**src/rtl/vga_timing_gen.sv**
```systemverilog
// rtl/vga_timing_gen.sv - raster counters, line/frame strobes and delay-aligned VGA sync/blank
module vga_timing_gen #(
  parameter int   H_ACTIVE     = 800,
  parameter int   H_FP         = 56,
  parameter int   H_SYNC       = 120,
  parameter int   H_BP         = 64,
  parameter int   V_ACTIVE     = 600,
  parameter int   V_FP         = 37,
  parameter int   V_SYNC       = 6,
  parameter int   V_BP         = 23,
  parameter logic HS_POL       = 1'b1,
  parameter logic VS_POL       = 1'b1,
  parameter int   DELAY        = 2,
  parameter int   CNTR_WIDTH_H = 11,
  parameter int   CNTR_WIDTH_V = 10
) (
  input  logic                    CLK,
  input  logic                    RST_N,
  output logic [CNTR_WIDTH_H-1:0] CounterX,
  output logic [CNTR_WIDTH_V-1:0] CounterY,
  output logic                    inDisplayArea,
  output logic                    LineStart,
  output logic                    FrameStart,
  output logic [7:0]              FrameCount,
  output logic                    VGA_HS,
  output logic                    VGA_VS,
  output logic                    VGA_BLANK_N,
  output logic                    VGA_SYNC_N
);

  localparam int H_TOTAL = H_ACTIVE + H_FP + H_SYNC + H_BP;
  localparam int V_TOTAL = V_ACTIVE + V_FP + V_SYNC + V_BP;
  localparam int WH = CNTR_WIDTH_H + 1;
  localparam int WV = CNTR_WIDTH_V + 1;

  // One extra bit on the compare constants so a sync end equal to 2^W cannot alias to zero.
  localparam logic [WH-1:0] X_LAST   = WH'(H_TOTAL - 1);
  localparam logic [WH-1:0] X_ACT    = WH'(H_ACTIVE);
  localparam logic [WH-1:0] X_HS_ON  = WH'(H_ACTIVE + H_FP);
  localparam logic [WH-1:0] X_HS_OFF = WH'(H_ACTIVE + H_FP + H_SYNC);
  localparam logic [WV-1:0] Y_LAST   = WV'(V_TOTAL - 1);
  localparam logic [WV-1:0] Y_ACT    = WV'(V_ACTIVE);
  localparam logic [WV-1:0] Y_VS_ON  = WV'(V_ACTIVE + V_FP);
  localparam logic [WV-1:0] Y_VS_OFF = WV'(V_ACTIVE + V_FP + V_SYNC);

  if (H_TOTAL > (1 << CNTR_WIDTH_H)) begin : g_chk_h
    $fatal(1, "H_TOTAL does not fit in CNTR_WIDTH_H");
  end
  if (V_TOTAL > (1 << CNTR_WIDTH_V)) begin : g_chk_v
    $fatal(1, "V_TOTAL does not fit in CNTR_WIDTH_V");
  end
  if (DELAY < 1 || DELAY > 8) begin : g_chk_d
    $fatal(1, "DELAY must be in 1..8");
  end

  logic [CNTR_WIDTH_H-1:0] r_cnt_x;
  logic [CNTR_WIDTH_V-1:0] r_cnt_y;
  logic [7:0]              r_frame_cnt;
  logic [DELAY-1:0]        r_hs_sr;
  logic [DELAY-1:0]        r_vs_sr;
  logic [DELAY-1:0]        r_bn_sr;

  logic [WH-1:0] w_x_ext;
  logic [WV-1:0] w_y_ext;
  logic          w_x_wrap;
  logic          w_y_wrap;
  logic          w_disp;
  logic          w_hs_raw;
  logic          w_vs_raw;
  logic [DELAY:0] w_hs_in;
  logic [DELAY:0] w_vs_in;
  logic [DELAY:0] w_bn_in;

  assign w_x_ext  = {1'b0, r_cnt_x};
  assign w_y_ext  = {1'b0, r_cnt_y};
  assign w_x_wrap = (w_x_ext == X_LAST);
  assign w_y_wrap = (w_y_ext == Y_LAST);
  assign w_disp   = (w_x_ext < X_ACT) && (w_y_ext < Y_ACT);
  assign w_hs_raw = ((w_x_ext >= X_HS_ON) && (w_x_ext < X_HS_OFF)) ? HS_POL : ~HS_POL;
  assign w_vs_raw = ((w_y_ext >= Y_VS_ON) && (w_y_ext < Y_VS_OFF)) ? VS_POL : ~VS_POL;

  always_ff @(posedge CLK) begin
    if (!RST_N) begin
      r_cnt_x     <= '0;
      r_cnt_y     <= '0;
      r_frame_cnt <= '0;
    end else if (w_x_wrap) begin
      r_cnt_x <= '0;
      if (w_y_wrap) begin
        r_cnt_y     <= '0;
        r_frame_cnt <= r_frame_cnt + 8'd1;
      end else begin
        r_cnt_y <= r_cnt_y + CNTR_WIDTH_V'(1);
      end
    end else begin
      r_cnt_x <= r_cnt_x + CNTR_WIDTH_H'(1);
    end
  end

  // Bit 0 of each *_in vector is the undelayed value; the chain shifts it up one stage per clock.
  assign w_hs_in = {r_hs_sr, w_hs_raw};
  assign w_vs_in = {r_vs_sr, w_vs_raw};
  assign w_bn_in = {r_bn_sr, w_disp};

  always_ff @(posedge CLK) begin
    if (!RST_N) begin
      r_hs_sr <= {DELAY{~HS_POL}};
      r_vs_sr <= {DELAY{~VS_POL}};
      r_bn_sr <= '0;
    end else begin
      r_hs_sr <= w_hs_in[DELAY-1:0];
      r_vs_sr <= w_vs_in[DELAY-1:0];
      r_bn_sr <= w_bn_in[DELAY-1:0];
    end
  end

  assign CounterX      = r_cnt_x;
  assign CounterY      = r_cnt_y;
  assign FrameCount    = r_frame_cnt;
  assign inDisplayArea = w_disp;
  assign LineStart     = (r_cnt_x == '0);
  assign FrameStart    = (r_cnt_x == '0) && (r_cnt_y == '0);
  assign VGA_HS        = r_hs_sr[DELAY-1];
  assign VGA_VS        = r_vs_sr[DELAY-1];
  assign VGA_BLANK_N   = r_bn_sr[DELAY-1];
  assign VGA_SYNC_N    = 1'b0;

endmodule

```
**config.mk**
```make
export PLATFORM = sky130hd
export DESIGN_NAME = vga_timing_gen
export DESIGN_NICKNAME = d
export VERILOG_FILES = /design/src/rtl/vga_timing_gen.sv
export SDC_FILE = /design/constraint.sdc
export NUM_CORES = 1
export LEC_CHECK = 0
export BUFFER_PORTS_ARGS = -buffer_cell sky130_fd_sc_hd__buf_2
export CORE_UTILIZATION = 53
export DETAILED_ROUTE_END_ITERATION = 7
export GPL_TIMING_DRIVEN = 0
export MAX_ROUTING_LAYER = met4
export PLACE_DENSITY = 0.87
export SETUP_SLACK_MARGIN = 0.4
export SYNTH_ARGS = -nofsm -noshare
export SYNTH_HDL_FRONTEND = slang
export SYNTH_SLANG_ARGS = --single-unit
```
**constraint.sdc**
```tcl
create_clock -name CLK -period 2.9 [get_ports CLK]
set_clock_uncertainty 0.1 [all_clocks]
set_input_delay 0.58 -clock CLK [delete_from_list [all_inputs] [get_ports CLK]]
set_output_delay 0.58 -clock CLK [all_outputs]
set_load 0.005 [all_outputs]
```
Word level (Yosys, flattened, before mapping)
Cells that the tools add are included.

Word-level logic and storage cells: 29. Register bits: 35.

Multiplexer cells: 3. $add $sub $neg: 3. Reduce and logical (&&, ||, !) cells: 8. Order comparisons: 6. Eq/ne operators: 2. Bitwise gates (word level): 1.

Operator list (number): 11-bit by 10-bit < comparator with 1-bit output, second input constant (2); 10-bit < comparator, second input constant (2); 11-bit by 1-bit adder with 11-bit output, second input constant (1); 11-bit equality test, second input constant (1); 11-bit by 10-bit >= comparator with 1-bit output, second input constant (1); 11-bit logical NOT (1); 10-bit by 1-bit adder with 10-bit output, second input constant (1); 10-bit equality test, second input constant (1); 10-bit >= comparator, second input constant (1); 10-bit logical NOT (1); 10-bit 2-to-1 mux (1); 8-bit by 1-bit adder with 8-bit output, second input constant (1); 1-bit logical AND (4); 1-bit 2-to-1 mux (2); 2-bit AND reduction (1); 2-bit OR reduction (1); 1-bit NOT (1).

Longest topological paths before layout
Gate-level depths: netlist of run 1.

Depth in word-level cells: 3. Depth in mapped cells: 8.

Worst setup path after synthesis of run 1
OpenSTA, ideal clock, no wires.

Path kind: reg-to-reg. From: register r_cnt_y[2], in the netlist CounterY[2]. To: register r_frame_cnt[5], in the netlist FrameCount[5]. Path buffers: 2. Data arrival time: 2.042 ns. Setup slack: 0.686 ns. Period minus slack after synthesis: 2.214 ns. Cell stages (with the launch flop): 7. Library setup time: 0.072 ns. Path through: dfxtp_1 -> buf_6 -> or3_1 -> or4b_1 -> buf_2 -> or4_1 -> a21oi_1.

Longest elaborated chain between the ends: 2.

Ends and longest elaborated chain: start, declared (RTL line 57) `logic [CNTR_WIDTH_V-1:0] r_cnt_y;`; start signal, assigned (RTL line 93) `r_cnt_y <= r_cnt_y + CNTR_WIDTH_V'(1);`; 10-bit equality test (RTL line 77) `assign w_y_wrap = (w_y_ext == Y_LAST);`; 2-bit AND reduction (no line); end signal, assigned (RTL line 91) `r_frame_cnt <= r_frame_cnt + 8'd1;`; end, declared (RTL line 58) `logic [7:0] r_frame_cnt;`.

No other way between the ends. A chain may end at the register's enable or synchronous reset.

Final worst setup path of run 1
From: register r_cnt_y[2], in the netlist CounterY[2]. To: output FrameStart.

Longest elaborated chain between the ends: 2.

Ends and longest elaborated chain: 10-bit logical NOT (RTL line 122) `assign FrameStart = (r_cnt_x == '0) && (r_cnt_y == '0);`; 1-bit logical AND (RTL line 122); end, declared (RTL line 23) `output logic FrameStart,`.

No other way between the ends.

==> results of run 1 <==
[state kept, by name, indices dropped and copies added (netlist names)]
| signal | cells |
|---|---|
| CounterX | 11 |
| CounterY | 10 |
| FrameCount | 8 |
| r_bn_sr | 2 |
| r_hs_sr | 2 |
| r_vs_sr | 2 |
[where the power goes]
part / internal, mW / total, mW / switching (mW)
Combinational: 0.0158 / 0.0366 / 0.0207
Clock: 0.204 / 0.369 / 0.166
Sequential: 0.485 / 0.489 / 0.00347
Total: 0.705 / 0.895 / 0.190
[cells by family after synthesis]
family	count (synthesis)
xor+xnor	12
flops	35
mux	5
compound gates	31
other cells	1
fa+ha+maj	7
simple gates	85
buf+inv	19
[worst max path at each step]
stage / startpoint / endpoint / slack, ns / depth (start not counted)
after detailed placement: CounterY[2] / CounterY[3] / 0.43 / 7
after global placement: CounterY[2] / CounterY[2] / 0.45 / 7
after global routing: CounterY[2] / FrameStart / 0.24 / 6
after floorplan: CounterY[2] / FrameCount[5] / 0.69 / 6
final: CounterY[2] / FrameStart / 0.31 / 6
after CTS: CounterY[2] / FrameStart / 0.30 / 6
[cells in the final DEF (no fill, tap or decap), drive strengths merged]
cell,count
buf,43
dfxtp,35
nor2,19
a21oi,12
clkbuf,11
nand2,10
nand3,9
nand4,9
inv,7
o31ai,7
xnor2,7
ha,7
o21ai,7
or4,6
nor3,6
and2,5
mux2i,5
xor2,5
and3,4
or3,4
nor4,3
or4b,3
nor4b,2
and4,2
clkinv,2
nand2b,1
a21o,1
a211o,1
a211oi,1
o2111ai,1
and4b,1
a31oi,1
or2,1
conb,1
bufinv,1
[routing by layer]
layer	GRT usage	share of wire	routed length, microns	vias up
met4	0.0918	0.017	65	0
met3	0.0659	0.044	170	5
li1	-	-	-	793
met1	0.342	0.46	1800	734
met2	0.386	0.48	1850	44
met5	-	0	0	-
[layout make-up]
| type | instances | area [sq um] |
|---|---|---|
| buffer | 11 | 57.6 |
| tap | 44 | 55.1 |
| fill | 256 | 962 |
| multi-input combinational | 141 | 945 |
| sequential | 35 | 704 |
| clock buffer | 6 | 51.3 |
| inverter | 8 | 30.0 |
| clock inverter | 2 | 35.0 |
| timing repair buffer | 37 | 188 |
[per-stage QoR]
stage | setup WS (ns) | cell area (sq um) | total power, mW
global route | 0.236 | 2070 | 0.927
global placement | 0.454 | 1930 | 0.535
detailed placement | 0.434 | 1930 | 0.536
floorplan | 0.686 | 1690 | 0.521
CTS | 0.300 | 2060 | 0.901
finish | 0.313 | 2070 | 0.895
[synthesized netlist by cell type, types with 2 or more instances]
library cell,count
buf_2,2
nand3_1,9
xor2_1,5
or4b_2,2
xnor2_1,7
nand2_1,10
or3_1,4
nor2_1,19
a21oi_1,12
nor3_1,6
nor4_1,3
inv_1,7
ha_1,7
clkbuf_1,6
dfxtp_1,35
nor4b_1,2
o31ai_1,7
mux2i_1,5
nand4_1,9
and2_1,5
and3_1,4
and4_1,2
or4_1,6
o21ai_0,6
[repair_timing]
action	CTS	global route
hold buffers	0	0
pin swaps	4	2
setup endpoints to repair	2	11
buffers inserted	1	0
resized for setup	8	7
[worst max-delay path: stages, from the launching register on]
cell     delay [ns]
dfxtp_2        0.33
buf_6          0.11
or3_4          0.33
or3_4          0.40
nor4_4         0.14
and2_1         0.15
buf_2          0.10
==> key figures, run 1 <==
Routing
  – DRC violations left: 0
  – TritonRoute pass-1 iters: 6
  – WL per Instance: roughly 14 microns
  – Post-Route WL: 3.89 mm
  – DRT antenna net count: 0
  – Vias per cell: roughly 5.5
  – DR iter-0 viols: 134
  – Vias: between 1.5k and 2k

Cells and area
  – Final Util: 0.682
  – Final nets: between 200 and 250
  – Area growth syn-to-layout: 22.1%
  – Layout cells sized above 1: 0.263
  – Ant diodes: 0
  – Non-filler cells, final: around 280

Yosys
  – Gate Count Post-Synth: 195
  – Adder-cell share of the synthesized area: 0.0518
  – Yosys synthesis warning count: 0
  – Number of synthesized register bits: 35
  – Largest family of logic cells by synthesized area: simple AND/OR/NAND/NOR gates
  – Synth Area in Compound Gates: 0.110
  – Simple-gate share of the synthesized area: 0.280
  – Post-synth top area cell: dfxtp_1
  – Async SR Flop Fraction: 0
  – Mean Syn Cell Area: about 8.7 sq um
  – Top FF cell, synth: dfxtp_1
  – Post-synthesis cell type count: 39
  – Top-area cell type share of the netlist area: 0.414
  – Post-synth EDFFs: 0
  – Mux cell area share after synthesis: 0.0296
  – Seq/Total Area, Yosys: 0.414
  – Top cells by area, synth: dfxtp_1 (41%), ha_1 (5.2%), nor2_1 (4.2%)
  – Post-Synth XOR/XNOR Area: 0.0621
  – Post-synth net total: between 200 and 250
  – Post-Syn Area: roughly 1700 sq um

STA
  – Worst hold slack: approximately 0.34 ns
  – Worst slew pin tran: roughly 0.54 ns
  – Slew Limit Fails: 0
  – Final Critical Period: 2.59 ns
  – Final Setup Violations: 0
  – F_max: about 0.39 GHz
  – RSZ-0062 raised after global routing: true
  – Rel. slew slack: 0.641
  – Setup tns final: 0 ns
  – Final hold violation count: 0
  – Period Utilization, post-route: 0.892

Placed design
  – Routability Congestion: ~0.85
  – Number of port buffers: 36
  – Cell total after placement: 275
  – DPL Wire Length: ~2.6 mm

Power and ir drop
  – Peak supply drop: 0.000332 V
  – Leakage: ~0.88 nW
  – PD cells: between 400 and 500 nW/um^2

Critical path
  – Worst R2R Setup Slack: about 0.62 ns
  – WP data arrival: between 1.5 and 2 ns
  – CP required: around 2.2 ns
  – Startpoint types: register
  – Worst setup EP type: output port
  – Reg2reg end: FrameCount[1]
  – Reg2reg start: CounterY[2]
  – Crit Path Max Fanout: 2
  – Crit path kind: register to output port
  – R2R depth: 7

Die
  – Core area: roughly 3000 sq um
  – Die area: between 3000 and 4000 sq um
  – Starting Density: 0.559
  – Chip height: 58.5 microns
  – Die width: between 50 and 60 microns
  – I/O pins: 38
  – # rows: 20

Min path
  – Hold Path Class: register to register
  – Worst hold path cell count: 1
  – Worst hold path startpoint: r_vs_sr[0]
  – Hold EP: r_vs_sr[1]

Clocking
  – Max H-tree Level: 2
  – CTS max path bufs: 2
  – CTS clock-pin slew for the worst setup and hold paths: about 0.10 ns
  – Clk root buf: clkbuf_4
  – CTS tree: done
  – CTS Buf Count: 5
  – CTS Sinks: 35
  – Clk Latency, worst-skew pair: about 0.35 ns

GRT
  – Grt ovf: 0
  – Vias in the first global route: 1,295
  – GRT Util Overall: 0.259
  – Initial antenna violation count: 0
  – Pin count of the biggest net entering global routing: 12
  – First-pass GRT wire length: approximately 6.4 mm

Outcome
  – Outcome: complete, no violations

Flow run
  – Max cap viols: 0
No activity file was read; power rests on OpenSTA's default activity.
==> inputs of run 2 (changes only) <==
Settings changed: SETUP_SLACK_MARGIN 0.4 to 0.3, SKIP_LAST_GASP set to 1.
==> run 2 against run 1 <==
Register-to-register slack worse by 0.03 ns; global-route usage is 0.96 points lower; design area is 0.12% lower; final cell count stayed put; wire length is 0.64% lower; sequential share of layout area hardly changed; via count is 1.8% higher; clock-buffer cell count stayed put; critical path depth stayed put; power is 0.14% higher; fmax is 0.36% lower; first-iteration DRC count is 6.0% lower.
==> key figures, run 2 (same netlist as run 1, synthesis figures left out) <==
Outcome
  – Outcome: complete, no violations

STA
  – RSZ-0062 raised after global routing: true
  – Worst slew pin tran: 0.551 ns (+0.0122 ns)
  – Setup tns final: 0 ns (unchanged)
  – Final Critical Period: 2.60 ns (+0.00930 ns)
  – Rel. slew slack: 0.632 (-0.00815)
  – Slew Limit Fails: 0 (unchanged)
  – Final hold violation count: 0 (unchanged)
  – Final Setup Violations: 0 (unchanged)
  – F_max: 0.385 GHz (-0.36%)
  – Period Utilization, post-route: 0.895 (+0.00321)

Routing
  – DRC violations left: 0 (unchanged)
  – DR iter-0 viols: 126 (-6.0%)
  – WL per Instance: 13.6 microns (-0.64%)
  – Vias per cell: 5.65 (+1.8%)
  – Post-Route WL: 3.86 mm (-0.64%)
  – Vias: 1,604 (+1.8%)
  – TritonRoute pass-1 iters: 4 (-2)
  – DRT antenna net count: 0 (unchanged)

Cells and area
  – Ant diodes: 0 (unchanged)
  – Layout cells sized above 1: 0.254 (-0.00833)
  – Max reg flops: 11 (unchanged)
  – Final Instance Area: 2060 sq um (-0.12%)
  – Non-filler cells, final: 284 (unchanged)
  – Area growth syn-to-layout: 22.0%
  – Final nets: 248 (unchanged)
  – Commonest cells after routing, fill and taps aside: buf_2 (38), dfxtp_1 (32), nor2_1 (19)
  – Most common cell after layout, fill and taps aside: buf_2

Placed design
  – Number of port buffers: 36 (unchanged)
  – Area after DPL: 1930 sq um (unchanged)
  – DPL Wire Length: 2.58 mm (unchanged)
  – Routability Congestion: 0.849 (unchanged)
  – Cell total after placement: 275 (unchanged)

Critical path
  – Critical path cell sequence: buf_6, or3_4, or3_4, nor4_4, and2_1, buf_2
  – CP delay by family, top: simple AND/OR/NAND/NOR gates
  – Bufs and invs on worst path: 2 (unchanged)
  – Reg2reg start: CounterY[7]
  – Crit path max-delay cell type: or3_4
  – Critical Path Stages: 6 (unchanged)
  – Most used cell, CP: or3_4
  – WP data arrival: 1.92 ns (about the same)
  – Worst setup EP type: output port
  – Worst R2R Setup Slack: 0.59 ns (-0.03 ns)
  – Worst setup path end: FrameStart
  – CP required: 2.22 ns (about the same)
  – Crit Path Max Fanout: 2 (unchanged)
  – Crit path launch: CounterY[2]
  – Reg2reg end: FrameCount[6]
  – Crit path kind: register to output port
  – Startpoint types: register
  – Slowest Stage Delay on Critical Path: 0.40 ns (about the same)
  – R2R depth: 6 (-1)

Clocking
  – Clk root buf: clkbuf_4
  – CTS tree: done
  – CTS clock-pin slew for the worst setup and hold paths: 0.10 ns (about the same)
  – Post-CTS Hold Fix Bufs: 0 (unchanged)
  – Clk Latency, worst-skew pair: 0.35 ns (about the same)
  – Max H-tree Level: 2 (unchanged)
  – CTS Buf Count: 5 (unchanged)
  – CTS max path bufs: 2 (unchanged)
  – CTS Sinks: 35 (unchanged)

Die
  – Die width: 58.5 microns (unchanged)
  – Core area: 3030 sq um (unchanged)
  – Chip height: 58.5 microns (unchanged)
  – Die area: 3420 sq um (unchanged)
  – I/O pins: 38 (unchanged)
  – Starting Density: 0.559 (unchanged)
  – # rows: 20 (unchanged)

GRT
  – Grt ovf: 0 (unchanged)
  – Vias in the first global route: 1,263 (-2.5%)
  – GRT Util Overall: 0.250 (-0.00960)
  – Pin count of the biggest net entering global routing: 12 (unchanged)
  – Initial antenna violation count: 0 (unchanged)
  – First-pass GRT wire length: 6.20 mm (-3.5%)

Power and ir drop
  – Power share of the sequential group: 0.546 (about the same)
  – PD cells: 434 nW/um^2 (+0.26%)
  – P_sw: 0.191 mW (+0.64%)
  – Int Pwr: 0.705 mW (about the same)
  – Leakage: 0.870 nW (-0.90%)
  – Clock power frac: 0.414 (about the same)
  – Switch share: 0.213 (+0.00107)
  – Combinational power share: 0.041 (about the same)
  – Peak supply drop: 0.000336 V (+1.2%)
  – PnR Total Power: 0.896 mW (+0.14%)

Min path
  – Hold Path Class: register to register
  – Worst hold path cell count: 1 (unchanged)

Flow run
  – Max cap viols: 0 (unchanged)
-- run 2: cell types whose count changed in the layout (fill, tap and decap cells not counted), sizes merged --
cell    previous run  this run
clkbuf            11        12
buf               43        42
-- run 2: worst min-delay path by stage --
| stage | from | endpoint | slack, ns |
|---|---|---|---|
| global route | r_vs_sr[0] | r_vs_sr[1] | 0.38 |
| detailed placement | r_vs_sr[0] | r_vs_sr[1] | 0.32 |
| floorplan | r_bn_sr[0] | r_bn_sr[1] | 0.31 |
| global placement | r_bn_sr[0] | r_bn_sr[1] | 0.31 |
| CTS | r_vs_sr[0] | r_vs_sr[1] | 0.35 |
| finish | r_vs_sr[0] | r_vs_sr[1] | 0.34 |
-- run 2: worst reg2reg max path, stage by stage (launching register included) --
cell      delay, ns
dfxtp_1        0.34
clkbuf_1       0.38
nand4_1        0.13
or4b_1         0.47
buf_2          0.17
or4_1          0.52
a21oi_1        0.15
-- run 2: timing repair --
action                                 4_1_cts  5_1_grt
setup endpoints to repair                    2        9
setup buffers                                1        0
gates resized for setup                      6        4
pin swaps                                    4        1
endpoints found under the hold margin        0        0
-- run 2: through the flow --
step | hold WS [ns] | setup WS [ns] | util
after floorplan | 0.312 | 0.686 | -
after global placement | 0.313 | 0.454 | 0.636
after detailed placement | 0.321 | 0.434 | 0.636
after CTS | 0.345 | 0.300 | 0.678
after global routing | 0.376 | 0.240 | 0.681
final | 0.344 | 0.304 | 0.681
-- run 2: area by class of cell --
class	instances	area [sq um]
tap	44	55.1
multi-input combinational	141	945
clock inverter	2	35.0
buffer	11	55.1
inverter	8	30.0
timing repair buffer	37	188
fill	256	965
clock buffer	6	51.3
sequential	35	704
-- run 2: layer usage --
layer	share of wire	wire [microns]	GRT usage
met1	0.45	1760	0.333
met2	0.48	1840	0.365
met3	0.054	209	0.0637
met4	0.013	52	0.0918
met5	0	0	-
-- run 2: power groups by stage --
stage          sequential [mW]  clock [mW]  combinational [mW]
5_1_grt                  0.490       0.394              0.0416
3_3_place_gp             0.500           0              0.0353
3_5_place_dp             0.500           0              0.0360
4_1_cts                  0.489       0.375              0.0364
2_1_floorplan            0.500           0              0.0210
6_report                 0.489       0.371              0.0363
